<file path="src/rtl/data_mem_responder.sv">
// data_mem_responder
//   Memory-side responder. Accepts one load/store request at a time over a
//   valid/ready handshake. After a fixed LATENCY wait it accesses an internal
//   word array and returns the result over a second valid/ready handshake.
//
// Parameters
//   DATA_W   data word width
//   ADDR_W   address width (array depth 2**ADDR_W)
//   LATENCY  wait cycles between accept and response (0..15)
//
// Ports
//   clk, rst_n           clock, asynchronous active-low reset
//   req_valid/req_ready  request handshake (req_ready is registered)
//   mem_read, mem_write  op select (mem_write=1 -> store, else load)
//   addr, wdata          word address and store data
//   rsp_valid/rsp_ready  response handshake
//   rsp_rdata            load data (0 for store or error responses)
//   rsp_write            response acknowledges a store
//   rsp_err              illegal request flag
//
// Optional feature: define DATA_MEM_RESPONDER_ERR_EN to flag requests with
// both or neither of mem_read/mem_write as illegal. Such requests are timed
// normally, skip the array access and respond with rsp_err=1. Without the
// macro rsp_err is constant 0.
module data_mem_responder #(
  parameter int DATA_W  = 8,
  parameter int ADDR_W  = 4,
  parameter int LATENCY = 2
) (
  input  logic              clk,
  input  logic              rst_n,
  input  logic              req_valid,
  output logic              req_ready,
  input  logic              mem_read,
  input  logic              mem_write,
  input  logic [ADDR_W-1:0] addr,
  input  logic [DATA_W-1:0] wdata,
  output logic              rsp_valid,
  input  logic              rsp_ready,
  output logic [DATA_W-1:0] rsp_rdata,
  output logic              rsp_write,
  output logic              rsp_err
);

  localparam logic [1:0] S_IDLE = 2'd0;
  localparam logic [1:0] S_WAIT = 2'd1;
  localparam logic [1:0] S_RESP = 2'd2;

  localparam logic [3:0] LAT_M1 = (LATENCY == 0) ? 4'd0 : 4'(LATENCY - 1);

  logic [1:0]        state_q, state_d;
  logic [3:0]        cnt_q, cnt_d;
  logic              req_ready_q;
  logic [ADDR_W-1:0] addr_q;
  logic [DATA_W-1:0] wdata_q;
  logic              wr_q, err_q;
  logic [DATA_W-1:0] rdata_q;
  logic              rsp_write_q, rsp_err_q;

  logic [DATA_W-1:0] mem [2**ADDR_W];

  // Op decode of the live request inputs.
  logic dec_write, dec_err;
`ifdef DATA_MEM_RESPONDER_ERR_EN
  assign dec_err   = (mem_read == mem_write);
  assign dec_write = mem_write & ~dec_err;
`else
  logic unused_mem_read;
  assign unused_mem_read = mem_read;
  assign dec_err   = 1'b0;
  assign dec_write = mem_write;
`endif

  // req_ready_q is only ever high in IDLE, so it alone qualifies accept.
  logic accept, enter_rsp;
  assign accept = req_valid & req_ready_q;

  always_comb begin
    state_d = state_q;
    cnt_d   = cnt_q;
    case (state_q)
      S_IDLE: if (accept) begin
        state_d = (LATENCY == 0) ? S_RESP : S_WAIT;
        cnt_d   = LAT_M1;
      end
      S_WAIT: begin
        if (cnt_q == 4'd0) state_d = S_RESP;
        else               cnt_d   = cnt_q - 4'd1;
      end
      S_RESP: if (rsp_ready) state_d = S_IDLE;
      default: state_d = S_IDLE;
    endcase
  end

  assign enter_rsp = (state_q != S_RESP) && (state_d == S_RESP);

  // With LATENCY=0 the access happens on the accept edge itself, before the
  // request fields have been latched, so take them straight from the ports.
  logic [ADDR_W-1:0] acc_addr;
  logic [DATA_W-1:0] acc_wdata;
  logic              acc_write, acc_err;
  always_comb begin
    if (state_q == S_IDLE) begin
      acc_addr  = addr;
      acc_wdata = wdata;
      acc_write = dec_write;
      acc_err   = dec_err;
    end else begin
      acc_addr  = addr_q;
      acc_wdata = wdata_q;
      acc_write = wr_q;
      acc_err   = err_q;
    end
  end

  always_ff @(posedge clk or negedge rst_n) begin
    if (!rst_n) begin
      state_q     <= S_IDLE;
      cnt_q       <= 4'd0;
      req_ready_q <= 1'b0;
      addr_q      <= '0;
      wdata_q     <= '0;
      wr_q        <= 1'b0;
      err_q       <= 1'b0;
      rdata_q     <= '0;
      rsp_write_q <= 1'b0;
      rsp_err_q   <= 1'b0;
    end else begin
      state_q     <= state_d;
      cnt_q       <= cnt_d;
      req_ready_q <= (state_d == S_IDLE);
      if (accept) begin
        addr_q  <= addr;
        wdata_q <= wdata;
        wr_q    <= dec_write;
        err_q   <= dec_err;
      end
      if (enter_rsp) begin
        rdata_q     <= (acc_write || acc_err) ? '0 : mem[acc_addr];
        rsp_write_q <= acc_write;
        rsp_err_q   <= acc_err;
      end else if (state_q == S_RESP && rsp_ready) begin
        rdata_q     <= '0;
        rsp_write_q <= 1'b0;
        rsp_err_q   <= 1'b0;
      end
    end
  end

  // Array is not reset; a store commits on the edge that enters RESP.
  always_ff @(posedge clk) begin
    if (enter_rsp && acc_write) mem[acc_addr] <= acc_wdata;
  end

  assign req_ready = req_ready_q;
  assign rsp_valid = (state_q == S_RESP);
  assign rsp_rdata = rdata_q;
  assign rsp_write = rsp_write_q;
  assign rsp_err   = rsp_err_q;

endmodule

</file>
<file path="config.mk">
export PLATFORM = sky130hd
export DESIGN_NAME = data_mem_responder
export DESIGN_NICKNAME = d
export VERILOG_FILES = /design/src/rtl/data_mem_responder.sv
export SDC_FILE = /design/constraint.sdc
export NUM_CORES = 1
export LEC_CHECK = 0
export CAP_MARGIN = 20
export CORE_MARGIN = 1.5
export CORE_UTILIZATION = 55
export DETAILED_ROUTE_END_ITERATION = 16
export GPL_TIMING_DRIVEN = 0
export PLACE_DENSITY_LB_ADDON = 0.25
export SYNTH_ARGS = -nofsm -noshare
export SYNTH_HDL_FRONTEND = slang
export SYNTH_SLANG_ARGS = --single-unit
</file>
<file path="constraint.sdc">
create_clock -name clk -period 5.96 [get_ports clk]
set_clock_uncertainty 0.1 [all_clocks]
set_input_delay 0.596 -clock clk [delete_from_list [all_inputs] [get_ports clk]]
set_output_delay 0.596 -clock clk [all_outputs]
set_load 0.02 [all_outputs]
</file>
==> flow_summary_export.csv <==
group,metric,value,unit
logic_synthesis,yosys-top-cells-count,"edfxtp_1 (128), o22ai_1 (56), nand2_1 (44)",
job,drv_cap,0,
sta,fin_hold_ws,308.0,ps
critical_path,critPathArrivalTime,2990,ps
sta,rsz0062_at_grt,"no",
clock_network,cts_tree,"built",
critical_path,r2r-end,"mem[3][2]$_DFFE_PP_",
critical_path,worstSetupEndpointType,"register",
pwr,p_leak,0.002490,uW
clock_network,cts_resized,0,
critical_path,worstPathMaxFanout,10,
routing,ant_nets,0,
logic_synthesis,yosysTopAreaCellShare,0.6264,
floorplanning,pin_count,30,
critical_path,crit_end,"mem[3][2]$_DFFE_PP_",
floorplanning,start_util,0.5660,
routing,avgRoutedWirePerCell,22.48,um
routing,num_vias,3801,
placed_design,port-buffer-count,27,
logic_synthesis,synth.most_common_cell,"edfxtp_1",
clock_network,cts_buffer_depth,2,
sta,tightest_slew,1073,ps
floorplanning,core-area,10840,um2
routing,wirelength,13.96,mm
critical_path,cp_data_required_time,6010,ps
logic_synthesis,yosys-top-cells-area,"edfxtp_1 (63%), dfrtp_1 (12%), o22ai_1 (5.7%)",
critical_path,regToRegStartpoint,"state_q[0]$_DFF_PN0_",
layout,fin_nets,489,
logic_synthesis,netlist_instances,422,
global_route,grt_pass1_wl,21.30,mm
pwr,ir_drop,313.1,uV
routing,vias_per_cell,6.121,
critical_path,rrSetupSlack,3020,ps
logic_synthesis,ys_seq_area_frac,0.7447,
layout,n_antenna_cell,0,
floorplanning,fp.dieW,108.6,um
clock_network,root_buffer,"clkbuf_8",
critical_path,rr_worst_depth,5,
critical_path,crit_type,"reg -> reg",
outcome,status,"finished clean",
placed_design,dp_hpwl,9.188,mm
routing,drt_iter0_markers,467,
logic_synthesis,synth_nets,442,
sta,finalSetupViolCount,0,
sta,hold_viol,0,
pwr,power,3913,uW
logic_synthesis,async_reset_ff_frac,0.1847,
sta,slew_viol_final,0,
logic_synthesis,syn_area_per_cell,14.54,um2
logic_synthesis,ys_warn_count,0,
hold_path,hold_class,"in -> async",
clock_network,path_clk_slew,60,ps
routing,first_pass_iters,5,
clock_network,clock_sinks,157,
clock_network,hold_buffers,0,
global_route,grt_pass1_vias,3777,
pwr,power.density,544.7,nW/um2
global_route,track_usage,0.2586,
sta,maxSlewHeadroom,0.2784,
logic_synthesis,synth_flop_cell,"edfxtp_1",
placed_design,dp_cells,590,
global_route,grt_max_degree,21,
sta,timing.final.crit_share,0.4940,
logic_synthesis,mappedNetlistArea,6136,um2
clock_network,cts_max_level,4,
clock_network,postCtsSetupBuffers,0,
layout,fin_cells,621,
layout,fill_cells,760,
layout,area_delta_synth_final,17.07,%
global_route,antenna_found_initial,0,
clock_network,cts_buffers,17,
global_route,grt_remaining_overflow,0,
sta,fin_crit,2944,ps
routing,drc,0,
sta,fmax,339.6,MHz
floorplanning,rows,38,
layout,final_core_utilization,0.6626,
logic_synthesis,ys_seq_elements,157,
sta,setup_tns,0,ps
logic_synthesis,synth_edf_count,128,
logic_synthesis,synth_top_area_cell,"edfxtp_1",
layout,drive_gt1_frac,0.1289,
critical_path,crit_path_start,"state_q[0]$_DFF_PN0_",
floorplanning,die-area,11800,um2
placed_design,gp_congestion,0.8671,
clock_network,clk_latency,530,ps
logic_synthesis,synth_cell_types,38,
floorplanning,fp.dieH,108.6,um
critical_path,cp-start-kind,"register",
layout make-up:
cell class / instances / area [um2] / area share
multi-input combinational: 240 / 1386 / 0.1930
sequential: 157 / 4569 / 0.6361
timing repair buffer: 28 / 285.3 / 0.03971
inverter: 5 / 18.77 / 0.002613
clock inverter: 12 / 145.1 / 0.02021
buffer: 20 / 161.4 / 0.02247
tap: 140 / 175.2 / 0.02439
clock buffer: 19 / 441.7 / 0.06149
critical path: stages, from the launching register on:
cell	delay, ps
dfrtp_1	370
buf_6	130
or2_2	320
o21ai_0	630
nand2_1	260
nor2_1	750
kinds of logic (layout without fill, tap and decap cells):
family / Yosys count / count (layout) / share of synthesized area
buf+inv: 25 / 84 / 0.02936
other cells: 1 / 1 / 0.0006112
compound gates: 129 / 129 / 0.1262
mux: 11 / 11 / 0.02019
simple gates: 95 / 95 / 0.07198
xor+xnor: 2 / 2 / 0.002855
fa+ha+maj: 2 / 2 / 0.004078
flops: 157 / 157 / 0.7447
per-stage QoR:
step / cell area, um2 / worst slack [ps]
after detailed placement: 6596 / 2621
after global placement: 6581 / 2680
after CTS: 7183 / 3069
final: 7183 / 3016
after global routing: 7183 / 2932
after floorplan: 6136 / 3661
how the worst min path moves through the flow:
stage / slack [ps] / to / cells after the start / startpoint
floorplan: 200 / addr_q[0]$_DFFE_PN0P_ / 0 / rst_n
global placement: 360 / rsp_write$_DFFE_PN0P_ / 1 / rsp_write$_DFFE_PN0P_
detailed placement: 380 / rsp_write$_DFFE_PN0P_ / 1 / rsp_write$_DFFE_PN0P_
CTS: 310 / wdata_q[2]$_DFFE_PN0P_ / 1 / rst_n
global route: 310 / wdata_q[3]$_DFFE_PN0P_ / 1 / rst_n
finish: 310 / wdata_q[2]$_DFFE_PN0P_ / 1 / rst_n
per-layer routing:
layer / up-vias / GRT usage / part of all wire
met5: - / 0 / 0
met3: 16 / 0.07053 / 0.063
met4: 0 / 0.07707 / 0.015
met2: 143 / 0.4268 / 0.51
li1: 1740 / - / -
met1: 1902 / 0.3379 / 0.41
where the power goes:
part	switching [uW]	total, uW	internal (uW)
clock	413	1070	654
combinational	869	1290	425
sequential	62.6	1550	1490
total	1350	3910	2570
state kept, by name (all words and copies together) (netlist names):
register / count
addr_q: 4
cnt_q: 4
mem: 128
req_ready: 1
rsp_rdata: 8
rsp_write: 1
state_q: 2
wdata_q: 8
wr_q: 1
cell usage in the layout, fill, tap and decap left out, drive strengths merged, types with 5 or more instances in the layout:
master,instances
inv,5
a22oi,9
nand2,44
buf,19
clkbuf,21
o21ai,46
o22ai,56
nor2,23
dfrtp,29
a21oi,5
mux2,11
clkinv,9
edfxtp,128
o21a,6
clkdlybuf4s50,27
nand4,7
Power figures use the tool's default switching activity.
